==> src/rtl/display_scan_ctrl.sv <==
// -----------------------------------------------------------------------------
// display_scan_ctrl
//   Drives a six-digit multiplexed 7-segment panel. Picks the TIME, DATE or
//   ALARM segment set, scans it one digit per slot (order 5,4,3,2,1,0) and puts
//   one blank cycle between digits. The field being edited blinks.
//
//   Optional feature macro: AUTO_RETURN_EN
//     When defined, the display returns to TIME after RETURN_TICKS idle clocks
//     away from TIME with no edit and no MODE_STEP.
//
// Ports
//   CLK           in   1   system clock, rising edge
//   RESET         in   1   synchronous, active-high reset
//   IN_TIME_SEG   in  48   {H10,H1,M10,M1,S10,S1}, 8b codes, H10 in [47:40]
//   IN_DATE_SEG   in  48   {Y10,Y1,MT10,MT1,D10,D1}
//   IN_ALARM_SEG  in  48   {AH10,AH1,AM10,AM1,AS10,AS1}
//   MODE_STEP     in   1   one-cycle pulse: advance display mode
//   EDIT_ACTIVE   in   1   a field is being edited (locks mode, enables blink)
//   EDIT_FIELD    in   2   0=digits 5:4, 1=digits 3:2, 2=digits 1:0, 3=none
//   OUT_MODE      out  2   0=TIME, 1=DATE, 2=ALARM
//   OUT_SEG       out  8   segment code of the scanned digit, 8'h00 = blank
//   OUT_COM       out  6   active-low one-hot digit enables, bit5 = leftmost
//   OUT_BLINK     out  1   blink phase (1 = blank phase)
// -----------------------------------------------------------------------------
module display_scan_ctrl #(
  parameter int unsigned SCAN_DIV     = 1000,
  parameter int unsigned BLINK_DIV    = 500000,
  parameter int unsigned RETURN_TICKS = 5000000
) (
  input  logic        CLK,
  input  logic        RESET,
  input  logic [47:0] IN_TIME_SEG,
  input  logic [47:0] IN_DATE_SEG,
  input  logic [47:0] IN_ALARM_SEG,
  input  logic        MODE_STEP,
  input  logic        EDIT_ACTIVE,
  input  logic [1:0]  EDIT_FIELD,
  output logic [1:0]  OUT_MODE,
  output logic [7:0]  OUT_SEG,
  output logic [5:0]  OUT_COM,
  output logic        OUT_BLINK
);

  localparam int unsigned SCAN_W  = (SCAN_DIV  > 2) ? $clog2(SCAN_DIV)  : 1;
  localparam int unsigned BLINK_W = (BLINK_DIV > 2) ? $clog2(BLINK_DIV) : 1;

  // BLANK: waiting for the first tick after reset.
  // DRIVE: single cycle that enables the digit loaded on the tick.
  // HOLD : digit stays enabled until the next tick reloads.
  typedef enum logic [1:0] {
    S_BLANK = 2'd0,
    S_DRIVE = 2'd1,
    S_HOLD  = 2'd2
  } scan_state_e;

  typedef enum logic [1:0] {
    M_TIME  = 2'd0,
    M_DATE  = 2'd1,
    M_ALARM = 2'd2
  } mode_e;

  scan_state_e       r_state;
  scan_state_e       w_state_nxt;
  mode_e             r_mode;
  mode_e             w_mode_nxt;
  logic [SCAN_W-1:0] r_scan;
  logic [BLINK_W-1:0] r_blink_cnt;
  logic [2:0]        r_idx;
  logic              w_tick;
  logic              w_return;
  logic              w_in_field;
  logic              w_blank;
  logic [47:0]       w_src;
  logic [7:0]        w_code;
  logic [5:0]        w_com_nxt;
  logic [7:0]        w_seg_nxt;
  logic [2:0]        w_idx_nxt;

  assign OUT_MODE = r_mode;

  // ---------------------------------------------------------------------------
  // Slot timer
  // ---------------------------------------------------------------------------
  assign w_tick = (r_scan == SCAN_W'(SCAN_DIV - 1));

  always_ff @(posedge CLK) begin
    if (RESET) begin
      r_scan <= '0;
    end else if (w_tick) begin
      r_scan <= '0;
    end else begin
      r_scan <= r_scan + SCAN_W'(1);
    end
  end

  // ---------------------------------------------------------------------------
  // Blink phase: held in the visible phase whenever no edit is active
  // ---------------------------------------------------------------------------
  always_ff @(posedge CLK) begin
    if (RESET || !EDIT_ACTIVE) begin
      r_blink_cnt <= '0;
      OUT_BLINK   <= 1'b0;
    end else if (r_blink_cnt == BLINK_W'(BLINK_DIV - 1)) begin
      r_blink_cnt <= '0;
      OUT_BLINK   <= ~OUT_BLINK;
    end else begin
      r_blink_cnt <= r_blink_cnt + BLINK_W'(1);
    end
  end

  // ---------------------------------------------------------------------------
  // Idle auto-return to TIME
  // ---------------------------------------------------------------------------
`ifdef AUTO_RETURN_EN
  localparam int unsigned IDLE_W = (RETURN_TICKS > 2) ? $clog2(RETURN_TICKS) : 1;

  logic [IDLE_W-1:0] r_idle;
  logic              w_idle_run;

  assign w_idle_run = (r_mode != M_TIME) && !EDIT_ACTIVE && !MODE_STEP;
  assign w_return   = w_idle_run && (r_idle == IDLE_W'(RETURN_TICKS - 1));

  always_ff @(posedge CLK) begin
    if (RESET || !w_idle_run || w_return) begin
      r_idle <= '0;
    end else begin
      r_idle <= r_idle + IDLE_W'(1);
    end
  end
`else
  logic w_unused_return;

  assign w_return        = 1'b0;
  assign w_unused_return = (RETURN_TICKS != 0);
`endif

  // ---------------------------------------------------------------------------
  // Mode FSM
  // ---------------------------------------------------------------------------
  always_ff @(posedge CLK) begin
    if (RESET) begin
      r_mode <= M_TIME;
    end else begin
      r_mode <= w_mode_nxt;
    end
  end

  always_comb begin
    w_mode_nxt = r_mode;
    if (MODE_STEP && !EDIT_ACTIVE) begin
      case (r_mode)
        M_TIME:  w_mode_nxt = M_DATE;
        M_DATE:  w_mode_nxt = M_ALARM;
        default: w_mode_nxt = M_TIME;
      endcase
    end else if (w_return) begin
      w_mode_nxt = M_TIME;
    end
  end

  // ---------------------------------------------------------------------------
  // Segment source selection for the digit about to be loaded
  // ---------------------------------------------------------------------------
  always_comb begin
    case (r_mode)
      M_DATE:  w_src = IN_DATE_SEG;
      M_ALARM: w_src = IN_ALARM_SEG;
      default: w_src = IN_TIME_SEG;
    endcase
  end

  always_comb begin
    case (r_idx)
      3'd5:    w_code = w_src[47:40];
      3'd4:    w_code = w_src[39:32];
      3'd3:    w_code = w_src[31:24];
      3'd2:    w_code = w_src[23:16];
      3'd1:    w_code = w_src[15:8];
      default: w_code = w_src[7:0];
    endcase
  end

  always_comb begin
    case (EDIT_FIELD)
      2'd0:    w_in_field = (r_idx == 3'd5) || (r_idx == 3'd4);
      2'd1:    w_in_field = (r_idx == 3'd3) || (r_idx == 3'd2);
      2'd2:    w_in_field = (r_idx == 3'd1) || (r_idx == 3'd0);
      default: w_in_field = 1'b0;
    endcase
  end

  assign w_blank = EDIT_ACTIVE && OUT_BLINK && w_in_field;

  // ---------------------------------------------------------------------------
  // Scan FSM: state register
  // ---------------------------------------------------------------------------
  always_ff @(posedge CLK) begin
    if (RESET) begin
      r_state <= S_BLANK;
    end else begin
      r_state <= w_state_nxt;
    end
  end

  // ---------------------------------------------------------------------------
  // Scan FSM: next state
  // ---------------------------------------------------------------------------
  always_comb begin
    w_state_nxt = r_state;
    case (r_state)
      S_BLANK: if (w_tick) w_state_nxt = S_DRIVE;
      S_DRIVE: w_state_nxt = S_HOLD;
      S_HOLD:  if (w_tick) w_state_nxt = S_DRIVE;
      default: w_state_nxt = S_BLANK;
    endcase
  end

  // ---------------------------------------------------------------------------
  // Scan FSM: output register next values
  // The tick reload out of HOLD is the same load as out of BLANK, so a digit
  // occupies exactly one slot: one blank cycle, then enabled until the tick.
  // ---------------------------------------------------------------------------
  always_comb begin
    w_com_nxt = OUT_COM;
    w_seg_nxt = OUT_SEG;
    w_idx_nxt = r_idx;
    case (r_state)
      S_BLANK, S_HOLD: begin
        if (w_tick) begin
          w_com_nxt = '1;
          w_seg_nxt = w_blank ? 8'h00 : w_code;
        end
      end
      S_DRIVE: begin
        w_com_nxt = ~(6'b00_0001 << r_idx);
        w_idx_nxt = (r_idx == 3'd0) ? 3'd5 : (r_idx - 3'd1);
      end
      default: begin
        w_com_nxt = '1;
      end
    endcase
  end

  always_ff @(posedge CLK) begin
    if (RESET) begin
      OUT_COM <= '1;
      OUT_SEG <= '0;
      r_idx   <= 3'd5;
    end else begin
      OUT_COM <= w_com_nxt;
      OUT_SEG <= w_seg_nxt;
      r_idx   <= w_idx_nxt;
    end
  end

endmodule

==> config.mk <==
export PLATFORM = sky130hd
export DESIGN_NAME = display_scan_ctrl
export DESIGN_NICKNAME = d
export VERILOG_FILES = /design/src/rtl/display_scan_ctrl.sv
export SDC_FILE = /design/constraint.sdc
export NUM_CORES = 1
export LEC_CHECK = 0
export ABC_AREA = 1
export BUFFER_PORTS_ARGS = -buffer_cell sky130_fd_sc_hd__buf_2
export CORE_ASPECT_RATIO = 0.75
export CORE_MARGIN = 4
export CORE_UTILIZATION = 45
export CTS_BUF_LIST = sky130_fd_sc_hd__clkbuf_8
export DETAILED_ROUTE_END_ITERATION = 10
export PLACE_DENSITY = 0.79
export REMOVE_ABC_BUFFERS = 1
export SKIP_CTS_REPAIR_TIMING = 1
export SYNTH_ARGS = -nofsm -noshare
export SYNTH_HDL_FRONTEND = slang
export SYNTH_SLANG_ARGS = --single-unit
==> constraint.sdc <==
create_clock -name CLK -period 1.7 [get_ports CLK]
set_input_delay 0.085 -clock CLK [delete_from_list [all_inputs] [get_ports CLK]]
set_output_delay 0.085 -clock CLK [all_outputs]
set_load 0.005 [all_outputs]
==> Word level (Yosys, flattened, before mapping) <==
Cells that the tools add are included.
{ "op_classes": {"div": 0, "bitwise": 2, "mul": 0, "n_lt_le_gt_ge": 0, "muxes": 10, "eq_ne": 14, "addsub": 3, "shifts": 1, "reduce_logical": 16} }
{ "op_table": {"columns": ["op", "count"], "rows": [
  ["$pmux 48 s2", 1],
  ["$pmux 8 s5", 1],
  ["$add 19x1->19 const B", 1],
  ["$eq 19x19->1 const B", 1],
  ["$pmux 6 s2", 1],
  ["$add 10x1->10 const B", 1],
  ["$eq 10x10->1 const B", 1],
  ["$mux 8", 1],
  ["$pmux 2 s2", 2],
  ["$eq 2x1->1 const B", 3],
  ["$eq 2x2->1 const B", 3],
  ["$eq 3x2->1 const B", 2],
  ["$eq 3x3->1 const B", 2],
  ["$logic_not 2->1", 3],
  ["$mux 6", 1],
  ["$not 6->6", 1],
  ["$reduce_or 2->1", 3],
  ["$shl 1x3->6 const A", 1],
  ["$logic_or 1x1->1", 4],
  ["$eq 3x1->1 const B", 1],
  ["$logic_and 1x1->1", 3],
  ["$logic_not 3->1", 1],
  ["$mux 3", 1],
  ["$pmux 1 s3", 1],
  ["6 further kinds", 6]
]} }
{ "word_totals": {"wordCells": 54, "ramBits": 0, "ff_bits": 51, "rom_bits": 0, "output_inout_bits": 17, "latch_bits": 0, "n_memories": 0, "input_bits": 150} }

==> Longest topological paths before layout <==
Gate-level depths: netlist (run 1).
{ "depth": {"depth_word": 5, "mapped_depth": 12, "ltp_nobuf": 10} }

==> Worst setup path after synthesis (run 1) <==
Ideal clock, no wire load.
{ "synth_path": {"kind": "register to register", "startpoint": "reg r_mode[0], in the netlist OUT_MODE[0]", "endpoint": "reg OUT_SEG[3]", "t_arrival_ns": 1.625, "synth_period_minus_slack_ns": 1.757, "required_ns": 1.568, "slack_ns": -0.057, "n_path_buf": 2, "path_stages_with_launch": 11, "setup_ns": 0.132, "cell_sequence": "dfxtp_1 > inv_1 > ha_1 > buf_2 > buf_6 > or2_2 > nand3_1 > nand2_1 > nand3b_1 > nand2_1 > a21oi_1"} }
{ "synth_via": {"elab_chain_cells": 4, "word_cells_on_any_way": 5, "classes_between": "eq/ne (2); mux (3)"} }
{ "synth_rtl": {"columns": ["element", "line", "text"], "rows": [
  ["start: declaration", "64", "mode_e r_mode;"],
  ["start signal: assignment", "144", "r_mode <= w_mode_nxt;"],
  ["$eq 2x2->1 / $eq 2x1->1 (equally long branches)", "165", "case (r_mode)"],
  ["$pmux 48 s2 *", "165", null],
  ["$pmux 8 s5 *", "173", "case (r_idx)"],
  ["$mux 8 *", "231", "w_seg_nxt = w_blank ? 8'h00 : w_code;"],
  ["end signal: assignment", "251", "OUT_SEG <= w_seg_nxt;"],
  ["end: declaration", "39", "output logic [7:0] OUT_SEG,"]
]} }
Every way passes the cells marked *; elsewhere a longest branch is shown, timed or not.
A chain may end at the register's enable or synchronous reset.

==> Worst setup path after layout (run 1) <==
{ "layout_path": {"startpoint": "reg r_mode[0], in the netlist OUT_MODE[0]", "endpoint": "reg OUT_SEG[5]"} }
Same word-level chain as after synthesis.

==> impl_results.md, run 1 <==
- Outcome: complete, but fails checks
- Failing checks: setup timing
- GRT Util Overall: 24.6%
- Clock power frac: just over 30%
- Worst Setup Slack, final: -0.0290 ns
- Internal power: between 2 and 2.5 mW
- Ranking of synthesized cells by area: dfxtp_1 27%, nand2_1 21%, nor2_1 9.9%, nand3_1 9.8%, a21oi_1 5.2%
- Die area: 10100 um^2
- Worst setup SP type: flip-flop
- DRT iter0 DRCs: 507
- Top-count cell post-synth: nand2_1
- Sw Share: 28.4%
- Pre-CTS setup slack: -0.109 ns
- DRC viols: 0
- Ordered list of cells on the worst path: inv_2 > ha_4 > buf_8 > inv_2 > buf_6 > nand2_1 > a21oi_1 > nor2_2 > nand3b_1 > nand2_1 > a21oi_1
- Mux contribution to synthesized area: 0%
- First-pass GRT wire length: 20.4 mm
- Worst hold margin: between 0.07 and 0.08 ns
- FF+latch count, synth: 51
- Synth Area in XOR/XNOR: 1.37%
- Synth Area in Simple Gates: 52.2%
- Crit. End Element: flip-flop
- Number of cell rows: 28
- TritonCTS clock tree: done
- Worst Tran Pin Value: between 0.4 and 0.5 ns
- # clock sinks: 51
- Yosys cell types: 41
- Bufs on Longest Clock Path: 2
- Slowest stage delay, CP: 0.35 ns
- Final setup viols: 1
- Critical path class: reg -> reg
- Area after DPL: 4810 um^2
- Power Dens Cells: 562 nW/um^2
- EDFF count, synth: 0
- Chip Height: 87.9 um
- Hold Path Class: in -> reg
- Syn Area/Cell: 5.93 um^2
- Clk_lat worst skew: about 0.31 ns
- WL per Instance: around 15 um
- Area delta synth->final: 35.2%
- Worst-path clk slew: 0.09 ns
- Clk root buf: clkbuf_8
- Gate power share: 27.2%
- Core Box Area: 8090 um^2
- Inst Count DP: ~910
- Post-synth top cells: 212 x nand2_1, 101 x nor2_1, 75 x nand3_1
- RSZ-0062 raised after global routing: yes
- Max-cap violations: 0
- Synthesis Warnings: 0
- Vias in the first global route: ~4600
- Max_slew headroom: between 60 and 70%
- H-tree Lvls: 2
- Part of the power in registers: a little over two fifths
- FMAX: a little under 600 MHz
- Worst path slowest cell: dfxtp_2
- DRT antenna net count: 0
- Clock Skews: 0.00462 ns
- Post-route setup TNS: -0.0290 ns
- Adder-Cell Fraction of Synth Area: slightly below 2%
- Worst Path Buf+Inv: 4
- Nets: about 1000
- I/O Pins: 167
- Fraction of layout cells with a size suffix above 1: 31.8%
- Worst vdd ir: between 0.0003 and 0.0004 V
- Finished Cell Area: 5180 um^2
- Fin. max-slew vios: 0
- Largest net degree at the start of global routing: 49
- Area share of the largest cell type after synthesis: a little over a quarter
- Antenna violations before repair: 0
- Initial Util: 47.4%
- Routability cong.: 0.946
- Synthesized cell area: 3830 um^2
- Largest family of logic cells by synthesized area: simple AND/OR/NAND/NOR gates
- Arr. time, crit path: slightly below 2 ns
- CP required: 1.90 ns
- Sw power: 826 uW
- Ys async rst share: 0%
- Mapped Cells: 646
- Sequential share of the synthesized area: 26.6%
- Period utilization: 102%
- Num CTS Buffers: 5
- Post-synthesis compound-gate area fraction: 9.20%
- Die Wd: 115 um
- Grt total ovfl: 0
- DR vias: around 4900
- CP max FO: 9
- Top_reg_cell synth: dfxtp_1
- Post-route minimum period: 1.73 ns
- Final Non-Filler Cells: 925
- Routed wire length: between 10 and 15 mm
- Number of port buffers: 166
- Antenna cells: 0
- Pleak: 2.40 nW
- TritonRoute pass-1 iters: 5
- DP HPWL: a little under 10 mm
- Delay-heaviest family, CP: simple AND/OR/NAND/NOR gates
- Cell accounting for the most synthesized area: dfxtp_1
- Hold Violations, Final: 0
- Vias per Instance: 5.25
==> worst paths after layout <==
kind,startpoint,endpoint,slack [ns],depth (start not counted)
min,MODE_STEP,OUT_MODE[0],0.08,3
max reg2reg,OUT_MODE[0],OUT_SEG[5],-0.03,11
min reg2reg,OUT_SEG[7],OUT_SEG[7],0.47,2
max,OUT_MODE[0],OUT_SEG[5],-0.03,11
==> cell families (layout without fill, tap and decap cells) <==
kind of cell | Yosys count | after routing
compound gates | 64 | 64
xor+xnor | 6 | 6
fa+ha+maj | 6 | 6
buf+inv | 72 | 246
flops | 51 | 51
simple gates | 447 | 447
==> sequential cells by signal, summed over array words and instances (netlist names) <==
signal       count
r_scan          10
OUT_MODE         2
OUT_BLINK        1
r_blink_cnt     19
OUT_SEG          8
OUT_COM          6
r_idx            3
r_state          2
==> placed cells by master, fill, tap and decap left out, types with 10 or more instances in the layout <==
cell / netlist / layout
buf_2: 15 / 166
nand3_1: 75 / 74
a21oi_1: 40 / 38
nor2_1: 101 / 96
or2_2: 10 / 10
o21ai_0: 13 / 13
inv_1: 41 / 39
dfxtp_1: 51 / 47
nand2_1: 212 / 207
buf_4: 5 / 12
==> routing by layer <==
layer / part of all wire [%] / vias up / global-route usage [%]
li1: - / 2421 / -
met1: 43 / 2205 / 31.4
met2: 47 / 207 / 42.7
met3: 8.3 / 26 / 3.73
met4: 1.8 / 0 / 7.87
met5: 0 / - / 0
==> cell type report <==
type                    instances  area (um^2)
inverters                      47          179
clock buffers                   6         82.6
fillers                       761         2910
well taps                     105          131
clock inverters                 2         38.8
repair buffers                191         1160
flip-flops and latches         51         1030
multi-input cells             523         2570
==> metrics by stage <==
stage,power (mW),util (%)
finish,2.91,64.1
global route,3.05,64.1
CTS,2.81,61.0
detailed placement,1.91,59.5
global placement,1.90,59.5
floorplan,1.59,-
==> tightest hold or removal path, stage by stage <==
cell and delay (ns):
buf_2 0.09, nand2_1 0.10, a21oi_1 0.08
==> power groups by stage <==
| stage | combinational (mW) | sequential [mW] | clock [mW] |
|---|---|---|---|
| 3_3_place_gp | 0.660 | 1.24 | 0 |
| 3_5_place_dp | 0.667 | 1.24 | 0 |
| 2_1_floorplan | 0.347 | 1.24 | 0 |
| 4_1_cts | 0.671 | 1.21 | 0.923 |
| 5_1_grt | 0.871 | 1.22 | 0.957 |
| 6_report | 0.791 | 1.22 | 0.903 |
No activity file was read; power rests on OpenSTA's default activity.
==> inputs of run 2 (changes only) <==
--- a/config.mk
+++ b/config.mk
@@ -13,8 +13,10 @@
 export CTS_BUF_LIST = sky130_fd_sc_hd__clkbuf_8
 export DETAILED_ROUTE_END_ITERATION = 10
 export PLACE_DENSITY = 0.79
+export RECOVER_POWER = 50
 export REMOVE_ABC_BUFFERS = 1
 export SKIP_CTS_REPAIR_TIMING = 1
+export SKIP_LAST_GASP = 1
 export SYNTH_ARGS = -nofsm -noshare
 export SYNTH_HDL_FRONTEND = slang
 export SYNTH_SLANG_ARGS = --single-unit
==> run 2 against run 1 <==
Against the previous run: the run still ends with setup timing left; register-to-register slack improved by 0.02 ns; power fell by 0.26%; maximum frequency rose by 1.0%; routed wire length rose by 0.18%; final cell count did not move; critical path depth did not move; global-route usage did not move; clock power barely moved; largest cell class unchanged; highest routed layer unchanged.
==> impl_results.md, run 2 (same netlist as run 1, synthesis figures left out) <==
- DRC viols: 0 (unchanged)
- Clk root buf: clkbuf_8 (unchanged)
- Hold Violations, Final: 0 (unchanged)
- DP HPWL: 9.90 mm (unchanged)
- # clock sinks: 51 (unchanged)
- First-pass GRT wire length: 20.4 mm (unchanged)
- CP required: 1.90 ns (about the same)
- Die area: 10100 um^2 (unchanged)
- CP Capture Point: OUT_SEG[5] (unchanged)
- Hold Path Class: in -> reg (unchanged)
- CP max FO: 12 (was 9)
- Period utilization: 101% (was 102%)
- Worst Reg-to-Reg Cells: 11 (unchanged)
- Die Wd: 115 um (unchanged)
- Most used cells in the layout excluding fill and tap cells: 210 x nand2_1, 152 x buf_2, 96 x nor2_1, 74 x nand3_1, 47 x dfxtp_1 (was 207 x nand2_1, 166 x buf_2, 96 x nor2_1, 74 x nand3_1, 47 x dfxtp_1)
- Worst-path clk slew: 0.09 ns (about the same)
- Grt total ovfl: 0 (unchanged)
- WL per Instance: 14.7 um (about the same)
- Finished Cell Area: 5150 um^2 (was 5180 um^2)
- Final setup viols: 2 (was 1)
- Fraction of layout cells with a size suffix above 1: 29.8% (was 31.8%)
- TritonCTS clock tree: done (unchanged)
- R2R Setup Slk: -0.01 ns (was -0.03 ns)
- Chip Height: 87.9 um (unchanged)
- Routability cong.: 0.946 (unchanged)
- Area after DPL: 4810 um^2 (unchanged)
- Critical path class: reg -> reg (unchanged)
- Vias per Instance: 5.23 (was 5.25)
- I/O Pins: 167 (unchanged)
- Fin. max-slew vios: 0 (unchanged)
- Worst setup SP type: flip-flop (unchanged)
- Largest net degree at the start of global routing: 49 (unchanged)
- Post-route setup TNS: -0.0169 ns (was -0.0290 ns)
- DR vias: 4834 (was 4859)
- Clock Skews: 0.00353 ns (was 0.00462 ns)
- Bufs on Longest Clock Path: 2 (unchanged)
- Number of cell rows: 28 (unchanged)
- H-tree Lvls: 2 (unchanged)
- Most common cell after layout, fill and taps aside: nand2_1 (unchanged)
- TritonRoute pass-1 iters: 5 (unchanged)
- DRT iter0 DRCs: 459 (was 507)
- Antenna cells: 0 (unchanged)
- Power Dens Cells: 563 nW/um^2 (was 562 nW/um^2)
- Pleak: 2.35 nW (was 2.40 nW)
- Largest regs: r_blink_cnt x19, r_scan x10, OUT_SEG x8 (unchanged)
- Setup crit start: OUT_MODE[1] (was OUT_MODE[0])
- Arr. time, crit path: 1.91 ns (was 1.93 ns)
- Max-cap violations: 0 (unchanged)
- Failing checks: setup timing (unchanged)
- DRT antenna net count: 0 (unchanged)
- Post-route minimum period: 1.71 ns (was 1.73 ns)
- RSZ-0062 raised after global routing: yes (unchanged)
- Most flops, register: r_blink_cnt (unchanged)
- Outcome: complete, but fails checks (unchanged)
- Reg-to-Reg Start: OUT_MODE[1] (was OUT_MODE[0])
- GRT Util Overall: 24.6% (unchanged)
- Max_slew headroom: 66.8% (was 67.3%)
- Vias in the first global route: 4553 (unchanged)
- FMAX: 584 MHz (was 578 MHz)
- Worst Tran Pin Value: 0.496 ns (was 0.489 ns)
- Num CTS Buffers: 5 (unchanged)
- Number of port buffers: 166 (unchanged)
- Antenna violations before repair: 0 (unchanged)
- Worst vdd ir: 0.000384 V (was 0.000389 V)
- Worst R2R End: OUT_SEG[5] (unchanged)
- Core Box Area: 8090 um^2 (unchanged)
- Clk_lat worst skew: 0.31 ns (about the same)
- Initial Util: 47.4% (unchanged)
- Nets: 975 (unchanged)
- Routed wire length: 13.6 mm (about the same)
- Crit. End Element: flip-flop (unchanged)
- Area delta synth->final: 34.5% (was 35.2%)
- Worst Setup Slack, final: -0.0114 ns (was -0.0290 ns)
- Max reg flops: 19 (unchanged)
[run 2: cell types whose count changed in the layout (fill, tap and decap cells not counted)]
cell	before	now
buf_2	166	152
buf_4	12	13
nand2_2	8	5
clkbuf_1	0	14
nand2_1	207	210
buf_6	4	3
[run 2: worst max-delay path: stages (launching register included)]
cell       delay (ns)
dfxtp_2          0.35
inv_2            0.06
buf_4            0.15
ha_4             0.19
clkbuf_16        0.18
nand2_1          0.06
nand3_1          0.06
and2_0           0.17
nor2_2           0.14
nand3b_1         0.09
nand2_1          0.08
a21oi_1          0.06
[run 2: per-stage QoR]
step                      hold slack [ns]  std cells  power (mW)  util (%)  setup WS, ns
after global routing                0.110        925        3.04      63.7       -0.0625
final                              0.0824        925        2.90      63.7       -0.0114
after global placement              0.412        911        1.90      59.5       -0.0472
after detailed placement            0.418        911        1.91      59.5        -0.109
after floorplan                     0.154        621        1.59         -         -1.37
after CTS                          0.0767        919        2.81      61.0        -0.130
[run 2: worst min-delay path by stage]
stage | start | to | slack (ns) | cells past startpoint
2_1_floorplan | RESET | OUT_SEG[0] | 0.15 | 1
3_3_place_gp | MODE_STEP | OUT_MODE[1] | 0.41 | 3
3_5_place_dp | MODE_STEP | OUT_MODE[1] | 0.42 | 3
4_1_cts | MODE_STEP | OUT_MODE[1] | 0.08 | 3
5_1_grt | MODE_STEP | OUT_MODE[1] | 0.11 | 3
6_report | MODE_STEP | OUT_MODE[0] | 0.08 | 3
[run 2: where the power goes]
| part | switching [mW] | leakage, nW | internal (mW) | total (mW) |
|---|---|---|---|---|
| registers | 0.0106 | 0.413 | 1.21 | 1.22 |
| logic | 0.395 | 1.87 | 0.391 | 0.786 |
| clock network | 0.416 | 0.0618 | 0.484 | 0.900 |
| total | 0.821 | 2.35 | 2.08 | 2.90 |
[run 2: layout make-up]
type | count | area (um^2)
repair buffers | 191 | 1130
inverters | 47 | 179
flip-flops and latches | 51 | 1030
well taps | 105 | 131
clock inverters | 2 | 38.8
fillers | 769 | 2940
clock buffers | 6 | 82.6
multi-input cells | 523 | 2560
[run 2: per-layer routing]
| metal | track usage (%) | share of wire (%) | up-vias |
|---|---|---|---|
| li1 | - | - | 2423 |
| met1 | 31.4 | 43 | 2200 |
| met2 | 42.7 | 47 | 190 |
| met3 | 3.73 | 8.6 | 21 |
| met4 | 7.87 | 1.5 | 0 |
| met5 | 0 | 0 | - |
==> inputs of run 3 (changes only) <==
--- a/config.mk
+++ b/config.mk
@@ -15,6 +15,7 @@
 export PLACE_DENSITY = 0.79
 export RECOVER_POWER = 50
 export REMOVE_ABC_BUFFERS = 1
+export SETUP_SLACK_MARGIN = 0.02
 export SKIP_CTS_REPAIR_TIMING = 1
 export SKIP_LAST_GASP = 1
 export SYNTH_ARGS = -nofsm -noshare
==> run 3 against run 2 <==
Against the previous run: the run still ends with setup timing left; worst setup slack worse by 0.039 ns; final cell count up 0.32%; largest cell class unchanged; via count up 2.8%; largest power group unchanged; count of clock-buffer cells in the layout unchanged; power up 2.6%; non-clock buffer count up 3; cell area up 2.3%; register-to-register slack worse by 0.04 ns; sequential power about the same; highest routed layer unchanged.
==> impl_results.md, run 3 (same netlist as run 1, synthesis figures left out) <==
- Crit. End Element: flip-flop (unchanged)
- Critical path class: reg -> reg (unchanged)
- Post-route minimum period: 1.75 ns (was 1.71 ns)
- Worst setup SP type: flip-flop (unchanged)
- Top sig layer: met4 (unchanged)
- TritonRoute pass-1 iters: 5 (unchanged)
- DR vias: 4967 (was 4834)
- First-pass GRT wire length: 20.4 mm (unchanged)
- Most used cells in the layout excluding fill and tap cells: 208 x nand2_1, 152 x buf_2, 95 x nor2_1, 70 x nand3_1, 47 x dfxtp_1 (was 210 x nand2_1, 152 x buf_2, 96 x nor2_1, 74 x nand3_1, 47 x dfxtp_1)
- Finished Cell Area: 5270 um^2 (was 5150 um^2)
- Worst Reg-to-Reg Cells: 11 (unchanged)
- Met1 wire length: 5.82 mm (was 5.84 mm)
- Number of cell rows: 28 (unchanged)
- Worst vdd ir: 0.000384 V (about the same)
- Pre-CTS setup slack: -0.109 ns (unchanged)
- Vias in the first global route: 4553 (unchanged)
- Clk root buf: clkbuf_8 (unchanged)
- Most common cell after layout, fill and taps aside: nand2_1 (unchanged)
- Final setup viols: 1 (was 2)
- DRC viols: 0 (unchanged)
- Num CTS Buffers: 5 (unchanged)
- Reg-to-Reg Start: OUT_MODE[0] (was OUT_MODE[1])
- Post-route setup TNS: -0.0507 ns (was -0.0169 ns)
- Most flops, register: r_blink_cnt (unchanged)
- Inst Count DP: 911 (unchanged)
- Metal2 WL: 6.54 mm (was 6.40 mm)
- Worst Tran Pin Value: 0.490 ns (was 0.496 ns)
- Worst-path clk slew: 0.09 ns (about the same)
- Bufs on Longest Clock Path: 2 (unchanged)
- Die Wd: 115 um (unchanged)
- Worst Setup Slack, final: -0.0507 ns (was -0.0114 ns)
- Period utilization: 103% (was 101%)
- Area delta synth->final: 37.5% (was 34.5%)
- Grt total ovfl: 0 (unchanged)
- DRT antenna net count: 0 (unchanged)
- FF+latch area: 1030 um^2 (unchanged)
- FMAX: 571 MHz (was 584 MHz)
- Largest regs: r_blink_cnt x19, r_scan x10, OUT_SEG x8 (unchanged)
- Chip Height: 87.9 um (unchanged)
- Power Dens Cells: 565 nW/um^2 (was 563 nW/um^2)
- Hold Violations, Final: 0 (unchanged)
- Multi-input logic area: 2610 um^2 (was 2560 um^2)
- R2R Setup Slk: -0.05 ns (was -0.01 ns)
- I/O Pins: 167 (unchanged)
- Max reg flops: 19 (unchanged)
- Initial Util: 47.4% (unchanged)
- Hold Path Class: in -> reg (unchanged)
- Clk_lat worst skew: 0.31 ns (about the same)
- Failing checks: setup timing (unchanged)
- Routability cong.: 0.946 (unchanged)
- Number of port buffers: 166 (unchanged)
- DRT iter0 DRCs: 530 (was 459)
- H-tree Lvls: 2 (unchanged)
- Core Box Area: 8090 um^2 (unchanged)
- Fin. max-slew vios: 0 (unchanged)
- # clock sinks: 51 (unchanged)
- CP required: 1.90 ns (about the same)
- Worst R2R End: OUT_SEG[5] (unchanged)
- RSZ-0062 raised after global routing: yes (unchanged)
- Nets: 978 (was 975)
- Max_slew headroom: 67.2% (was 66.8%)
- Clock Skews: 0.00402 ns (was 0.00353 ns)
- Antenna cells: 0 (unchanged)
- Max-cap violations: 0 (unchanged)
- Arr. time, crit path: 1.95 ns (was 1.91 ns)
- Final Non-Filler Cells: 928 (was 925)
- TritonCTS clock tree: done (unchanged)
- Filler cells: 740 (was 769)
- Area after DPL: 4810 um^2 (unchanged)
- Min-delay src: MODE_STEP (unchanged)
- Antenna violations before repair: 0 (unchanged)
- GRT Util Overall: 24.6% (unchanged)
- Hold path depth: 3 (unchanged)
- CP max FO: 6 (was 12)
- Largest net degree at the start of global routing: 49 (unchanged)
- Outcome: complete, but fails checks (unchanged)
- Pleak: 2.39 nW (was 2.35 nW)
- WL per Instance: 15.0 um (was 14.7 um)
- Worst hold margin: 0.0773 ns (was 0.0824 ns)
- Fraction of layout cells with a size suffix above 1: 31.2% (was 29.8%)
- WL met3: 1.34 mm (was 1.17 mm)
- Vias per Instance: 5.35 (was 5.23)
- Die area: 10100 um^2 (unchanged)
- DP HPWL: 9.90 mm (unchanged)
- Hold endpoint: OUT_MODE[1] (was OUT_MODE[0])
- Routed wire length: 13.9 mm (was 13.6 mm)
## run 3: power breakdown
part / switching (mW) / internal (mW)
Clock: 0.417 / 0.484
Sequential: 0.0105 / 1.21
Combinational: 0.422 / 0.438
## run 3: layout make-up
| class | count | share of cell area, % |
|---|---|---|
| flip-flops and latches | 51 | 19.5 |
| clock buffers | 6 | 1.57 |
| inverters | 47 | 3.39 |
| clock inverters | 2 | 0.736 |
| multi-input cells | 523 | 49.4 |
| well taps | 105 | 2.49 |
| repair buffers | 194 | 22.9 |
## run 3: per-layer routing
metal  vias to the layer above  track usage [%]
met5                         -                0
met4                         0             7.87
met3                        33             3.73
met2                       260             42.7
met1                      2245             31.4
li1                       2429                -
## run 3: worst max-delay path by stage
stage | startpoint | to | slack [ns] | depth (start not counted)
CTS | OUT_MODE[0] | OUT_SEG[5] | -0.13 | 9
global route | OUT_MODE[1] | OUT_SEG[0] | -0.10 | 10
finish | OUT_MODE[0] | OUT_SEG[5] | -0.05 | 11
detailed placement | OUT_MODE[0] | OUT_SEG[5] | -0.11 | 9
global placement | OUT_MODE[1] | OUT_SEG[5] | -0.05 | 9
floorplan | OUT_MODE[0] | OUT_SEG[1] | -1.37 | 9
## run 3: critical path: stages (launching register included)
cell	delay, ns
dfxtp_2	0.36
inv_2	0.06
ha_4	0.34
buf_12	0.16
inv_2	0.05
buf_6	0.13
nand2_4	0.05
a21oi_2	0.06
nor2_2	0.18
nand3b_1	0.09
nand2_1	0.11
a21oi_2	0.06
## run 3: through the flow
stage	power [mW]	utilization, %
after floorplan	1.59	-
after global placement	1.90	59.5
after detailed placement	1.91	59.5
after CTS	2.81	61.0
after global routing	3.11	65.2
final	2.98	65.2
